<file path="config.mk">
export PLATFORM = sky130hd
export DESIGN_NAME = booth_multiplier_seq_flat
export DESIGN_NICKNAME = d
export VERILOG_FILES = /design/src/rtl/booth_multiplier_seq_pkg.sv /design/src/rtl/booth_multiplier_seq_if.sv /design/src/rtl/booth_recoder.sv /design/src/rtl/booth_multiplier_seq.sv /design/src/flat_wrapper.sv
export SDC_FILE = /design/constraint.sdc
export NUM_CORES = 1
export LEC_CHECK = 0
export BUFFER_PORTS_ARGS = -buffer_cell sky130_fd_sc_hd__buf_4
export CORE_MARGIN = 5
export CORE_UTILIZATION = 50
export CTS_BUF_LIST = sky130_fd_sc_hd__clkbuf_4 sky130_fd_sc_hd__clkbuf_8
export CTS_CLUSTER_SIZE = 30
export DETAILED_ROUTE_END_ITERATION = 10
export PLACE_DENSITY = 0.76
export SLEW_MARGIN = 0
export SYNTH_ARGS = -nofsm -noshare
export SYNTH_HDL_FRONTEND = slang
export SYNTH_HIERARCHICAL = 1
export SYNTH_SLANG_ARGS = --single-unit
</file>
<file path="constraint.sdc">
create_clock -name clock -period 5.85 [get_ports clock]
set_input_delay 1.17 -clock clock [delete_from_list [all_inputs] [get_ports clock]]
set_output_delay 1.17 -clock clock [all_outputs]
set_load 0.02 [all_outputs]
</file>
<file path="src/rtl/booth_multiplier_seq_pkg.sv">
// Shared types for the sequential radix-4 Booth multiplier: FSM states, Booth selections, default width.
package mul_pkg;

  localparam int MUL_WIDTH = 32;

  typedef enum logic [1:0] {
    IDLE = 2'd0,
    RUN  = 2'd1,
    DONE = 2'd2
  } state_e;

  typedef enum logic [2:0] {
    ZERO     = 3'd0,
    PLUS_M   = 3'd1,
    PLUS_2M  = 3'd2,
    MINUS_M  = 3'd3,
    MINUS_2M = 3'd4
  } booth_sel_e;

endpackage

</file>
<file path="src/rtl/booth_multiplier_seq_if.sv">
// Start/done handshake and operand/product bus of the Booth multiplier.
// MUL_OVF_FLAG_EN adds the registered ovf output.
interface booth_multiplier_seq_if
  import mul_pkg::*;
#(
  parameter int WIDTH = MUL_WIDTH
) ();

  logic                 start;
  logic [WIDTH-1:0]     multiplicand;
  logic [WIDTH-1:0]     multiplier;
  logic                 busy;
  logic                 done;
  logic [2*WIDTH-1:0]   z;
`ifdef MUL_OVF_FLAG_EN
  logic                 ovf;

  modport master (output start, multiplicand, multiplier, input busy, done, z, ovf);
  modport slave  (input start, multiplicand, multiplier, output busy, done, z, ovf);
`else
  modport master (output start, multiplicand, multiplier, input busy, done, z);
  modport slave  (input start, multiplicand, multiplier, output busy, done, z);
`endif

endinterface

</file>
<file path="src/rtl/booth_recoder.sv">
// Radix-4 Booth recoder: maps {q1,q0,q-1} to a selection and forms the WIDTH+2-bit addend from M.
module booth_recoder
  import mul_pkg::*;
#(
  parameter int WIDTH = MUL_WIDTH
) (
  input  logic [2:0]       grp,
  input  logic [WIDTH+1:0] m,
  output logic [WIDTH+1:0] addend
);

  booth_sel_e       sel;
  logic [WIDTH+1:0] m2;

  assign m2 = {m[WIDTH:0], 1'b0};

  always_comb begin
    sel = ZERO;
    case (grp)
      3'b001, 3'b010: sel = PLUS_M;
      3'b011:         sel = PLUS_2M;
      3'b100:         sel = MINUS_2M;
      3'b101, 3'b110: sel = MINUS_M;
      default:        sel = ZERO;
    endcase
  end

  always_comb begin
    addend = '0;
    case (sel)
      PLUS_M:   addend = m;
      PLUS_2M:  addend = m2;
      MINUS_M:  addend = '0 - m;
      MINUS_2M: addend = '0 - m2;
      default:  addend = '0;
    endcase
  end

endmodule

</file>
<file path="src/rtl/booth_multiplier_seq.sv">
// Sequential signed radix-4 Booth multiplier, one partial product per clock, {HI,LO} on z.
// Optional ovf flag under MUL_OVF_FLAG_EN.
module booth_multiplier_seq
  import mul_pkg::*;
#(
  parameter int WIDTH = MUL_WIDTH
) (
  input  logic                   clock,
  input  logic                   clear_n,
  booth_multiplier_seq_if.slave  bus
);

  localparam int AW    = WIDTH + 2;
  localparam int STEPS = WIDTH / 2;
  localparam int CW    = $clog2(STEPS) + 1;

  state_e             state_q, state_d;
  logic [CW-1:0]      cnt_q, cnt_d;
  logic [AW-1:0]      a_q, a_d, m_q, m_d;
  logic [WIDTH:0]     q_q, q_d;       // {Q, q-1}
  logic [2*WIDTH-1:0] z_q, z_d;
  logic               busy_q, busy_d, done_q, done_d;
  logic [AW-1:0]      addend, sum;
  logic               load;

  booth_recoder #(.WIDTH(WIDTH)) u_rec (
    .grp    (q_q[2:0]),
    .m      (m_q),
    .addend (addend)
  );

  assign sum = a_q + addend;

  always_comb begin
    state_d = state_q;
    cnt_d   = cnt_q;
    a_d     = a_q;
    q_d     = q_q;
    m_d     = m_q;
    z_d     = z_q;
    load    = 1'b0;
    case (state_q)
      IDLE: load = bus.start;
      RUN: begin
        // add, then arithmetic shift {A,Q,q-1} right by two
        a_d   = {{2{sum[AW-1]}}, sum[AW-1:2]};
        q_d   = {sum[1:0], q_q[WIDTH:2]};
        cnt_d = cnt_q + CW'(1);
        if (cnt_q == CW'(STEPS - 1)) begin
          state_d = DONE;
          z_d     = {a_d[WIDTH-1:0], q_d[WIDTH:1]};
        end
      end
      DONE: begin
        load    = bus.start;
        state_d = IDLE;
      end
      default: state_d = IDLE;
    endcase
    if (load) begin
      state_d = RUN;
      cnt_d   = '0;
      a_d     = '0;
      q_d     = {bus.multiplier, 1'b0};
      m_d     = {{2{bus.multiplicand[WIDTH-1]}}, bus.multiplicand};
    end
    busy_d = (state_d == RUN);
    done_d = (state_d == DONE);
  end

`ifdef MUL_OVF_FLAG_EN
  logic ovf_q, ovf_d;
  // HI must be pure sign extension of LO for the product to fit in 32 bits
  assign ovf_d   = (z_d[2*WIDTH-1:WIDTH] != {WIDTH{z_d[WIDTH-1]}});
  assign bus.ovf = ovf_q;

  always_ff @(posedge clock or negedge clear_n) begin
    if (!clear_n) ovf_q <= 1'b0;
    else          ovf_q <= ovf_d;
  end
`endif

  always_ff @(posedge clock or negedge clear_n) begin
    if (!clear_n) begin
      state_q <= IDLE;
      cnt_q   <= '0;
      a_q     <= '0;
      q_q     <= '0;
      m_q     <= '0;
      z_q     <= '0;
      busy_q  <= 1'b0;
      done_q  <= 1'b0;
    end else begin
      state_q <= state_d;
      cnt_q   <= cnt_d;
      a_q     <= a_d;
      q_q     <= q_d;
      m_q     <= m_d;
      z_q     <= z_d;
      busy_q  <= busy_d;
      done_q  <= done_d;
    end
  end

  assign bus.busy = busy_q;
  assign bus.done = done_q;
  assign bus.z    = z_q;

endmodule

</file>
<file path="src/flat_wrapper.sv">
// flat-port wrapper written by rule: the top's interface ports become plain ports
module booth_multiplier_seq_flat import mul_pkg::*;
#(
  parameter int WIDTH = MUL_WIDTH
)
  (clock, clear_n, bus_start, bus_multiplicand, bus_multiplier, bus_busy, bus_done, bus_z);
  booth_multiplier_seq_if #(.WIDTH(WIDTH)) bus_i ();
  input  logic clock;
  input  logic clear_n;
  input wire logic [$bits(bus_i.start)-1:0] bus_start;
  input wire logic [$bits(bus_i.multiplicand)-1:0] bus_multiplicand;
  input wire logic [$bits(bus_i.multiplier)-1:0] bus_multiplier;
  output wire logic [$bits(bus_i.busy)-1:0] bus_busy;
  output wire logic [$bits(bus_i.done)-1:0] bus_done;
  output wire logic [$bits(bus_i.z)-1:0] bus_z;
  assign bus_i.start = bus_start;
  assign bus_i.multiplicand = bus_multiplicand;
  assign bus_i.multiplier = bus_multiplier;
  assign bus_busy = bus_i.busy;
  assign bus_done = bus_i.done;
  assign bus_z = bus_i.z;
  booth_multiplier_seq #(.WIDTH(WIDTH)) u_core (.clock(clock), .clear_n(clear_n), .bus(bus_i));
endmodule
</file>
* Yosys cells after proc, flatten, opt, wreduce, memory -nomap -nowiden *
Cells that the tools add are included.

word-level totals
  bits in registers = 172
  latch bits = 0
  RAM bits = 0
  ROM bits = 0
  input bits = 67
  output and inout port bits = 66
  logic and storage cells = 45
  memories = 0

cells by class
  $add $sub $neg = 4
  $mul = 0
  div/mod/pow operators = 0
  order comparisons = 0
  equality and inequality tests = 15
  shift-type cells = 0
  mux-type cells = 12
  bitwise gates (word level) = 0
  reduce and logical (&&, ||, !) cells = 6

operators by type and width
  cell                   number
  $pmux 34 s4            1
  $mux 34                2
  $mux 33                2
  $add 34x34->34         1
  $sub 1x33->34 const A  1
  $sub 1x32->33 const A  1
  $eq 3x2->1 const B     4
  $eq 3x3->1 const B     4
  $pmux 3 s4             1
  $mux 5                 2
  $eq 3x1->1 const B     2
  $reduce_or 2->1        3
  $add 5x1->5 const B    1
  $eq 5x4->1 const B     1
  $eq 2x1->1 const B     2
  $eq 2x2->1 const B     2
  $mux 2                 2
  $pmux 2 s2             1
  $logic_not 2->1        1
  $reduce_and 2->1       1
  $reduce_bool 2->1      1
  $mux 1                 1

* Longest topological paths before layout *
Gate-level depths: netlist of run 1.

  depth after elaboration = 8
  depth in mapped cells = 19
  gate-level depth less buffers = 17

* Hierarchy *
Netlist of run 1, hierarchy kept.

by module, submodules not included
  module                times used  cells an instance  area an instance (µm²)  sequential area each (µm²)
  booth_multiplier_seq  1           860                8247.9                  4254.1
  booth_recoder         1           310                1975.6                  0.0

* Worst setup path after synthesis of run 1 *
No wires, ideal clock.

  path kind = flip-flop to flip-flop
  from = reg u_core.m_q[0]
  to = reg u_core.z_q[60] (netlist: u_core/bus.z[60])
  setup time = 0.131 ns
  arrival = 3.820 ns
  data required time = 5.719 ns
  setup slack = 1.900 ns
  stages on the path, launching flop included = 20
  path buffers = 2
  period minus slack after synthesis = 3.950 ns
  cell sequence = dfrtp_1 inv_1 ha_1 nor3b_2 nand4_1 clkbuf_1 o41ai_1 o221a_2 a31oi_1 ha_1 buf_2 a21oi_1 o21ai_0 nor2_1 a31o_2 o311ai_4 a221o_1 a21oi_1 xor2_1 o21ai_1

between the ends
  longest elaborated chain between the ends = 3
  elaborated cells on any way between the ends = 4
  classes of those cells = add/sub (3); mux (1)

RTL lines
  item                                            line                                      text
  start: declaration                              booth_multiplier_seq.sv:19                logic [AW-1:0] a_q, a_d, m_q, m_d;
  start signal: assignment                        booth_multiplier_seq.sv:98                m_q <= m_d;
  $sub 1x33->34 or $sub 1x32->33 (tied branches)  booth_recoder.sv:34, booth_recoder.sv:33
  $pmux 34 s4 *                                   booth_recoder.sv:30                       case (sel)
  net u_core.addend[17]                           booth_multiplier_seq.sv:23                logic [AW-1:0] addend, sum;
  $add 34x34->34 *                                booth_multiplier_seq.sv:32                assign sum = a_q + addend;
  end signal: assignment                          booth_multiplier_seq.sv:99                z_q <= z_d;
  end: declaration                                booth_multiplier_seq.sv:21                logic [2*WIDTH-1:0] z_q, z_d;

Mark *: on every way through the listed nets, which the timed path passes. The rest lies on a longest branch.
A chain may end at the register's enable or synchronous reset.

* Worst setup path in the final report of run 1 *
  from = reg u_core.m_q[1]
  to = reg u_core.z_q[60] (netlist: u_core/bus.z[60])

The elaborated chain is that of the path after synthesis.

==> metrics.cfg, run 1 <==
[setup_path]
cp.required_ns=6.17
critPathLaunchType=register
reg2reg_from=u_core/m_q[1]
worstPathMaxFanout=11
cp_cell_sequence=inv_1 -> ha_1 -> nor3b_2 -> nand4_1 -> or4_1 -> o221a_2 -> a31oi_1 -> ha_1 -> a21oi_1 -> o21ai_0 -> nor2_1 -> a31o_2 -> o311ai_4 -> a221o_1 -> a21oi_1 -> xor2_1 -> o21ai_1
critPathMaxStageDelay_ns=0.55
path_class=reg2reg
path_buf_inv=1
r2r-end=u_core/bus.z[60]
r2r_slack_ns=1.05
slowest_stage=or4_1
rr_worst_depth=17
arrival_ns=5.12
critPathTopFamily=compound AO/OA/AOI/OAI gates
cp-end-kind=register

[clock_network]
clk_pin_slew_ns=0.11
cts_root_buf=clkbuf_8
clk_path_buf_depth=2
post_cts_resized=0
cts_setup_buffers=0
clock_latency_ns=0.47
clock_sinks=170
cts_made_buffers=17
htreeDepth=4
cts_tree=done
postCtsHoldBufs=0

[sta]
fmax_mhz=208.4
maxSlewViolCount=0
period_needed_ns=4.799
hold_viol_final=0
tightestPinTransition_ns=1.038
fin_crit_sh_pct=82.03
slew_headroom_pct=30.47
fin_skew_ns=0.01458
setup_viol_count_final=0
tns_ns=0
rsz0062_at_grt=no

[yosys]
syn_nets=1274
synthesis.area_mm2=0.01022
syn_inst=1170
ys_types=76
synth-edff-count=0
synthArstFlopShare_pct=100.0
synth_area_per_cell_um2=8.738
ys_warn_count=6
ys.flop_type=dfrtp_1
synth-seq-cells=170
synth-seq-area-share_pct=41.61

[place]
place_congestion=0.9380
port_buffers=132
hpwl_mm=19.48

[layout]
diodes=0
nets=1362
layout-drive-gt1-share_pct=19.51
area_growth_pct=15.90

[min_path]
hold_start=u_core/cnt_q[3]
hold_path_depth=1
hold_end=u_core/cnt_q[3]
hold_path.class=reg2reg

[grt]
grt_remaining_overflow=0
grt_max_degree=91
first_global_vias=8716
grtUsageTotal_pct=23.35
antenna_found_initial=0
grt_first_pass_wirelength_mm=45.51

[detailed_routing]
wl_per_cell_um=17.88
dr.pass1.iters=6
vias=9012
drt_wl_total_mm=27.55
drt_iter0_drc=741
via_per_inst=5.848
drc=0
ant_nets=0

[run]
drv_cap=0

[floorplan]
die_w_um=153.0
ios=133
num_rows=52
dieArea_mm2=0.02341
initial_utilization_pct=50.69
core_area_mm2=0.02017
die_y_um=153.0

[outcome]
outcome=completed

-- layer usage --
layer | wire [um] | share of wire, % | global-route usage [%]
met1 | 11860 | 43 | 32.13
met2 | 12610 | 46 | 35.81
met3 | 2419 | 8.8 | 6.616
met4 | 656 | 2.4 | 7.637
met5 | 0 | 0 | 0
-- synth_stat cells (6+ instances only) --
cell type / instances / share of area (%)
nand4_1: 12 / 0.73
inv_1: 16 / 0.59
buf_2: 13 / 0.64
a31oi_1: 21 / 1.3
a22oi_1: 25 / 1.8
o31ai_1: 12 / 0.88
dfrtp_1: 170 / 42
a221o_1: 8 / 0.78
a22o_1: 8 / 0.69
a21o_1: 21 / 1.5
buf_1: 6 / 0.22
clkbuf_1: 60 / 2.2
xor2_1: 35 / 3.0
or4_1: 6 / 0.44
nand2b_1: 6 / 0.37
nor4_1: 9 / 0.55
nor3_1: 17 / 0.83
xnor2_1: 29 / 2.5
nand3_1: 11 / 0.54
o21ai_0: 99 / 4.8
mux2_2: 33 / 3.6
a21oi_1: 46 / 2.3
o21ai_1: 15 / 0.73
o211ai_1: 6 / 0.44
a211oi_1: 6 / 0.44
ha_1: 36 / 4.4
nand2_1: 275 / 10
nor2_1: 64 / 2.3
-- metrics by stage --
stage	cell area (um2)	worst slack [ns]	hold WS (ns)	utilization, %	std cells
2_1_floorplan	10220	1.900	0.4368	-	1170
3_3_place_gp	11400	1.299	0.4516	56.54	1509
3_5_place_dp	11400	1.114	0.4627	56.54	1509
4_1_cts	11850	1.090	0.4769	58.75	1541
5_1_grt	11850	0.7202	0.5005	58.75	1541
6_report	11850	1.051	0.4755	58.75	1541
-- layout by cell type (no fill, tap or decap), types with 21 or more instances in the layout --
cell     synthesis  routed
dfrtp_1        170     170
mux2_2          33      33
nor2_1          64      63
buf_4            1     148
a31oi_1         21      21
xnor2_1         29      28
a21oi_1         46      46
nand2_1        275     274
o21ai_0         99      99
xor2_1          35      35
ha_1            36      36
a22oi_1         25      25
a21o_1          21      21
-- worst max-delay path by stage --
stage | slack [ns] | startpoint | to | cells past startpoint
global route | 0.72 | u_core/m_q[1] | u_core/bus.z[60] | 17
detailed placement | 1.11 | u_core/m_q[0] | u_core/bus.z[60] | 17
global placement | 1.30 | u_core/m_q[1] | u_core/bus.z[60] | 17
CTS | 1.09 | u_core/m_q[1] | u_core/bus.z[60] | 17
finish | 1.05 | u_core/m_q[1] | u_core/bus.z[60] | 17
floorplan | 1.90 | u_core/m_q[0] | u_core/bus.z[60] | 19
-- logic make-up (layout without fill, tap and decap cells) --
family / count (synthesis) / after routing / synth area share (%)
DFF: 170 / 170 / 41.61
and+or+nand+nor: 439 / 439 / 19.39
buffers and inverters: 98 / 199 / 3.794
xor gates and xnor gates: 64 / 64 / 5.483
adders and majority gates: 37 / 37 / 4.602
muxes: 36 / 36 / 3.929
AOI/OAI and AO/OA: 326 / 326 / 21.20
-- sequential cells by signal, indices dropped and copies added, names as in the netlist --
signal	cells
u_core/a_q	32
u_core/bus.busy	1
u_core/bus.done	1
u_core/bus.z	64
u_core/cnt_q	5
u_core/m_q	32
u_core/q_q	33
u_core/state_q	2
-- area by class of cell --
| type | instances | area [um2] |
|---|---|---|
| Sequential cell | 170 | 4254 |
| Multi-Input combinational cell | 902 | 5622 |
| Fill cell | 1845 | 8320 |
| Timing Repair Buffer | 149 | 1122 |
| Clock inverter | 14 | 197.7 |
| Tap cell | 270 | 337.8 |
| Inverter | 18 | 67.56 |
| Clock buffer | 18 | 247.7 |
Power of run 1 is not shown: default switching activity piles up to over one toggle a cycle in this logic, so the estimate is an artifact.
==> run 2: changes to the inputs <==
--- a/config.mk
+++ b/config.mk
@@ -5,13 +5,14 @@
 export SDC_FILE = /design/constraint.sdc
 export NUM_CORES = 1
 export LEC_CHECK = 0
+export ABC_AREA = 1
 export BUFFER_PORTS_ARGS = -buffer_cell sky130_fd_sc_hd__buf_4
 export CORE_MARGIN = 5
 export CORE_UTILIZATION = 50
 export CTS_BUF_LIST = sky130_fd_sc_hd__clkbuf_4 sky130_fd_sc_hd__clkbuf_8
 export CTS_CLUSTER_SIZE = 30
 export DETAILED_ROUTE_END_ITERATION = 10
-export PLACE_DENSITY = 0.76
+export PLACE_DENSITY = 0.78
 export SLEW_MARGIN = 0
 export SYNTH_ARGS = -nofsm -noshare
 export SYNTH_HDL_FRONTEND = slang
==> constraint.sdc (replaced) <==
create_clock -name clock -period 4.1 [get_ports clock]
set_input_delay 0.82 -clock clock [delete_from_list [all_inputs] [get_ports clock]]
set_output_delay 0.82 -clock clock [all_outputs]
set_load 0.02 [all_outputs]
==> metrics.cfg, run 2 <==
[yosys]
ys_types=38  ; -50%
syn_nets=1622  ; +27%
synth-edff-count=0  ; unchanged
synthTopCellsByCount=nand2_1 (533), inv_1 (174), dfrtp_1 (170)
ys_warn_count=6  ; unchanged
yosysTopAreaCellShare_pct=39.79  ; -1.8 points
ys.flop_type=dfrtp_1
synth-seq-cells=170  ; unchanged
synthArstFlopShare_pct=100.0  ; unchanged
synth_area_per_cell_um2=7.043  ; -19%
syn_inst=1518  ; +30%
synth_area_leaders=dfrtp_1 (40%), nand2_1 (19%), nand3_1 (6.2%)
synth_area_leader_cell=dfrtp_1
synth-seq-area-share_pct=39.79  ; -1.8 points
synthesis.area_mm2=0.01069  ; +4.6%
synth_most_common_cell=nand2_1

[setup_path]
cp_cell_sequence=or2_1 -> nand3_1 -> inv_1 -> nand2_1 -> o211ai_1 -> inv_1 -> fa_1 -> inv_1 -> nand3_1 -> nand2_2 -> nand2_1 -> nand2_2 -> nand3_1 -> nand2_1 -> nand2_1 -> nand2_1 -> nand2_1 -> nand3_1 -> nand2_1
reg2reg_from=u_core/q_q[0]
cp-end-kind=register
path_class=reg2reg
crit_start=u_core/q_q[0]
cp.required_ns=4.45  ; -1.72 ns
worstPathMaxFanout=21  ; +10
critPathLaunchType=register
slowest_stage=inv_1
arrival_ns=4.01  ; -1.11 ns
critPathMaxStageDelay_ns=0.55  ; about the same
path_buf_inv=3  ; +2
crit_top_cell=nand2_1
critPathTopFamily=simple AND/OR/NAND/NOR gates

[place]
port_buffers=132  ; unchanged
place_congestion=0.9287  ; -0.99%
dpl_worst_slack_ns=0.6025  ; -0.5116 ns
hpwl_mm=23.09  ; +19%
place_area_mm2=0.01193  ; +4.6%

[grt]
grtUsageTotal_pct=25.39  ; +2.0 points
antenna_found_initial=1  ; +1
first_global_vias=9753  ; +12%
grt_first_pass_wirelength_mm=49.84  ; +9.5%
grt_max_degree=84  ; -7.7%
grt_remaining_overflow=0  ; unchanged

[clock_network]
cts_made_buffers=17  ; unchanged
clk_pin_slew_ns=0.10  ; about the same
post_cts_resized=0  ; unchanged
postCtsHoldBufs=0  ; unchanged
htreeDepth=4  ; unchanged
cts_root_buf=clkbuf_8
clk_path_buf_depth=2  ; unchanged
clock_sinks=170  ; unchanged
clock_latency_ns=0.47  ; about the same
cts_tree=done
cts_setup_buffers=0  ; unchanged

[sta]
maxSlewViolCount=0  ; unchanged
whs_ns=0.3251  ; -0.1503 ns
tns_ns=0  ; unchanged
period_needed_ns=3.661  ; -1.138 ns
setup_ws_ns=0.4386  ; -0.6123 ns
tightestPinTransition_ns=1.045  ; +0.007229 ns
fin_skew_ns=0.01855  ; +0.003971 ns
fmax_mhz=273.1  ; +31%
fin_crit_sh_pct=89.30  ; +7.3 points
slew_headroom_pct=30.22  ; -0.24 points
hold_viol_final=0  ; unchanged
rsz0062_at_grt=no
setup_viol_count_final=0  ; unchanged

[layout]
regArea_mm2=0.004254  ; unchanged
final_cell_mix=nand2_1 (532), inv_1 (173), dfrtp_1 (170)
nets=1735  ; +27%
design_area_mm2=0.01230  ; +3.8%
area_growth_pct=15.08
final_common_cell=nand2_1
largest_register_ffs=64  ; unchanged
layout-drive-gt1-share_pct=14.23  ; -5.3 points
diodes=0  ; unchanged
multi_input_area_mm2=0.005543  ; -1.4%
fillers=2011  ; +9.0%

[floorplan]
ios=133  ; unchanged
initial_utilization_pct=50.86  ; +0.17 points
core_area_mm2=0.02102  ; +4.2%
die_y_um=156.2  ; +2.1%
die_w_um=156.2  ; +2.1%
num_rows=53  ; +1.9%
dieArea_mm2=0.02441  ; +4.3%

[detailed_routing]
drt_iter0_drc=1041  ; +40%
top_layer=met5
drt_wl_total_mm=30.70  ; +11%
ant_nets=0  ; unchanged
wl_met2_mm=13.77  ; +9.2%
via_per_inst=5.476  ; -6.4%
wl_met3_mm=2.292  ; -5.3%
drc=0  ; unchanged
dr.pass1.iters=6  ; unchanged
vias=10510  ; +17%
wl_per_cell_um=16.00  ; -11%
drt-met1-wl_mm=14.07  ; +19%

[min_path]
hold_path.class=in2async

[run]
drv_cap=0  ; unchanged

[outcome]
outcome=completed

-- run 2: cell count changes in the layout (fill, tap and decap cells not counted), moves of 17 or more --
cell / delta
nor2_1: +29
xor2_1: -25
nand2_1: +258
inv_1: +157
o21ai_0: -17
a22oi_1: -25
nand3_1: +122
a31oi_1: -20
a21o_1: -21
o22ai_1: +18
mux2_2: -33
nand3b_1: +21
-- run 2: metal layers --
layer	vias up	GRT usage, %
li1	5138	-
met1	4880	37.18
met2	436	39.21
met3	52	4.480
met4	2	6.612
met5	-	0
-- run 2: path summary, 6_finish.rpt --
kind	to	slack [ns]	cells after the start
max	u_core/bus.z[52]	0.44	19
min	u_core/bus.z[7]	0.33	1
max reg2reg	u_core/bus.z[52]	0.44	19
min reg2reg	u_core/cnt_q[2]	0.49	1
max in group asynchronous	u_core/m_q[1]	2.78	2
min in group clock	u_core/cnt_q[2]	0.49	1
-- run 2: through the flow --
stage | cells | util, %
floorplan | 1518 | -
global placement | 1887 | 56.75
detailed placement | 1887 | 56.75
CTS | 1919 | 58.53
global route | 1919 | 58.53
finish | 1919 | 58.53
-- run 2: kinds of logic after synthesis --
family                     share of synthesized area, %
AOI/OAI and AO/OA                                 10.84
xor gates and xnor gates                          1.966
DFF                                               39.79
buffers and inverters                             8.484
and+or+nand+nor                                   34.52
adders and majority gates                         4.400
-- run 2: final cells by class --
type                            count  share of cell area, %
Multi-Input combinational cell   1113                  45.05
Sequential cell                   170                  34.57
Timing Repair Buffer              143                  8.857
Inverter                          186                  5.674
Tap cell                          275                  2.796
Clock buffer                       19                  2.024
Clock inverter                     13                  1.027
-- run 2: worst reg2reg max path, cell delays in order (launching register included) --
cell	delay, ns
dfrtp_1	0.39
or2_1	0.19
nand3_1	0.18
inv_1	0.55
nand2_1	0.16
o211ai_1	0.29
inv_1	0.13
fa_1	0.46
inv_1	0.13
nand3_1	0.11
nand2_2	0.14
nand2_1	0.08
nand2_2	0.08
nand3_1	0.07
nand2_1	0.16
nand2_1	0.10
nand2_1	0.07
nand2_1	0.06
nand3_1	0.14
nand2_1	0.07
Power of run 2 is left out for the same reason.
==> run 3: changes to the inputs <==
--- a/config.mk
+++ b/config.mk
@@ -13,7 +13,8 @@
 export CTS_CLUSTER_SIZE = 30
 export DETAILED_ROUTE_END_ITERATION = 10
 export PLACE_DENSITY = 0.78
-export SLEW_MARGIN = 0
+export RECOVER_POWER = 25
+export SLEW_MARGIN = 30
 export SYNTH_ARGS = -nofsm -noshare
 export SYNTH_HDL_FRONTEND = slang
 export SYNTH_HIERARCHICAL = 1
==> metrics.cfg, run 3 (same netlist as run 2, synthesis figures left out) <==
[outcome]
outcome=finished, violations left
violations=capacitance limit, slew limit

[layout]
layout-drive-gt1-share_pct=14.23  ; unchanged
fillers=2019  ; +0.40%
area_growth_pct=15.13  ; about the same
diodes=0  ; unchanged
final_common_cell=nand2_1
largest_register_ffs=64  ; unchanged
final_cell_mix=nand2_1 (532), inv_1 (173), dfrtp_1 (170)
nets=1735  ; unchanged

[grt]
grt_first_pass_wirelength_mm=50.14  ; +0.60%
grtUsageTotal_pct=25.45  ; +0.060 points
grt_remaining_overflow=0  ; unchanged
first_global_vias=9804  ; +0.52%
grt_max_degree=84  ; unchanged
antenna_found_initial=0  ; -1

[sta]
slew_headroom_pct=-15.09  ; -45 points
rsz0062_at_grt=no
setup_viol_count_final=0  ; unchanged
maxSlewViolCount=135  ; +135
period_needed_ns=3.621  ; -0.04028 ns
setup_ws_ns=0.4789  ; +0.04028 ns
fin_crit_sh_pct=88.32  ; -0.98 points
fin_skew_ns=0.01930  ; +0.0007444 ns
tns_ns=0  ; unchanged
fmax_mhz=276.2  ; +1.1%
tightestPinTransition_ns=1.726  ; +0.6812 ns
hold_viol_final=0  ; unchanged

[setup_path]
critPathLaunchType=register
r2r-end=u_core/bus.z[52]
cp_num_cells=19  ; unchanged
endpoint=u_core/bus.z[52]
reg2reg_from=u_core/q_q[0]
cp_cell_sequence=or2_1 -> nand3_1 -> inv_1 -> nand2_1 -> o211ai_1 -> inv_1 -> fa_1 -> inv_1 -> nand3_1 -> nand2_2 -> nand2_1 -> nand2_2 -> nand3_1 -> nand2_1 -> nand2_1 -> nand2_1 -> nand2_1 -> nand3_1 -> nand2_1
slowest_stage=inv_1
arrival_ns=3.97  ; -0.04 ns
worstPathMaxFanout=21  ; unchanged
cp-end-kind=register
critPathMaxStageDelay_ns=0.53  ; -0.02 ns
crit_top_cell=nand2_1
critPathTopFamily=simple AND/OR/NAND/NOR gates
cp.required_ns=4.45  ; about the same
crit_start=u_core/q_q[0]
rr_worst_depth=19  ; unchanged
path_buf_inv=3  ; unchanged
path_class=reg2reg
r2r_slack_ns=0.48  ; +0.04 ns

[place]
hpwl_mm=23.09  ; about the same
port_buffers=132  ; unchanged
dpl_worst_slack_ns=0.6200  ; +0.01753 ns
place_congestion=0.9287  ; unchanged

[clock_network]
cts_setup_buffers=0  ; unchanged
htreeDepth=4  ; unchanged
cts_tree=done
clock_latency_ns=0.47  ; about the same
cts_made_buffers=17  ; unchanged
clock_sinks=170  ; unchanged
clk_pin_slew_ns=0.10  ; about the same
cts_root_buf=clkbuf_8
postCtsHoldBufs=0  ; unchanged
post_cts_resized=0  ; unchanged
clk_path_buf_depth=2  ; unchanged

[detailed_routing]
drt_iter0_drc=947  ; -9.0%
dr.pass1.iters=6  ; unchanged
drt_wl_total_mm=30.96  ; +0.86%
via_per_inst=5.441  ; -0.63%
ant_nets=0  ; unchanged
drc=0  ; unchanged
vias=10440  ; -0.63%
wl_per_cell_um=16.14  ; +0.86%

[floorplan]
core_area_mm2=0.02102  ; unchanged
num_rows=53  ; unchanged
die_y_um=156.2  ; unchanged
die_w_um=156.2  ; unchanged
dieArea_mm2=0.02441  ; unchanged
ios=133  ; unchanged
initial_utilization_pct=50.86  ; unchanged

[run]
drv_cap=2  ; +2

[min_path]
hold_path.class=reg2reg

==> run 3: metrics by stage <==
step                      area (um2)  hold slack, ns  utilization [%]  cells
after floorplan                10690          0.4460                -   1518
after global placement         11930          0.4635            56.75   1887
after detailed placement       11930          0.4702            56.76   1887
after CTS                      12330          0.3273            58.66   1919
after global routing           12310          0.5076            58.56   1919
final                          12310          0.4905            58.56   1919
==> run 3: worst min path at each step <==
stage	start	end	slack, ns	cells past startpoint
after CTS	clear_n	u_core/bus.z[5]	0.33	1
after global placement	u_core/bus.z[51]	u_core/bus.z[51]	0.46	2
final	u_core/bus.z[53]	u_core/bus.z[53]	0.49	2
after floorplan	u_core/cnt_q[2]	u_core/cnt_q[2]	0.45	1
after global routing	u_core/bus.z[49]	u_core/bus.z[49]	0.51	2
after detailed placement	u_core/bus.z[45]	u_core/bus.z[45]	0.47	2
==> run 3: worst reg2reg max path, cell delays in order, from the launching register on <==
cell and delay, ns:
dfrtp_1 0.39, or2_1 0.19, nand3_1 0.19, inv_1 0.53, nand2_1 0.15, o211ai_1 0.27, inv_1 0.12, fa_1 0.45
inv_1 0.13, nand3_1 0.10, nand2_2 0.15, nand2_1 0.09, nand2_2 0.09, nand3_1 0.07, nand2_1 0.17, nand2_1 0.10
nand2_1 0.07, nand2_1 0.06, nand3_1 0.13, nand2_1 0.07
==> run 3: layout make-up <==
cell class | instances | area (um2) | share of cell area [%]
multi-input combinational | 1113 | 5543 | 45.03
timing repair buffer | 143 | 1069 | 8.681
inverter | 186 | 700.7 | 5.692
tap | 275 | 344.1 | 2.795
clock buffer | 19 | 255.2 | 2.074
clock inverter | 13 | 143.9 | 1.169
sequential | 170 | 4254 | 34.56
==> run 3: routing by layer <==
layer,vias up,GRT usage [%],part of all wire [%]
met1,4912,37.35,47
met5,-,0,0
met2,354,38.70,44
met3,45,4.591,6.6
li1,5131,-,-
met4,0,7.521,2.2
Power of run 3 is left out for the same reason.
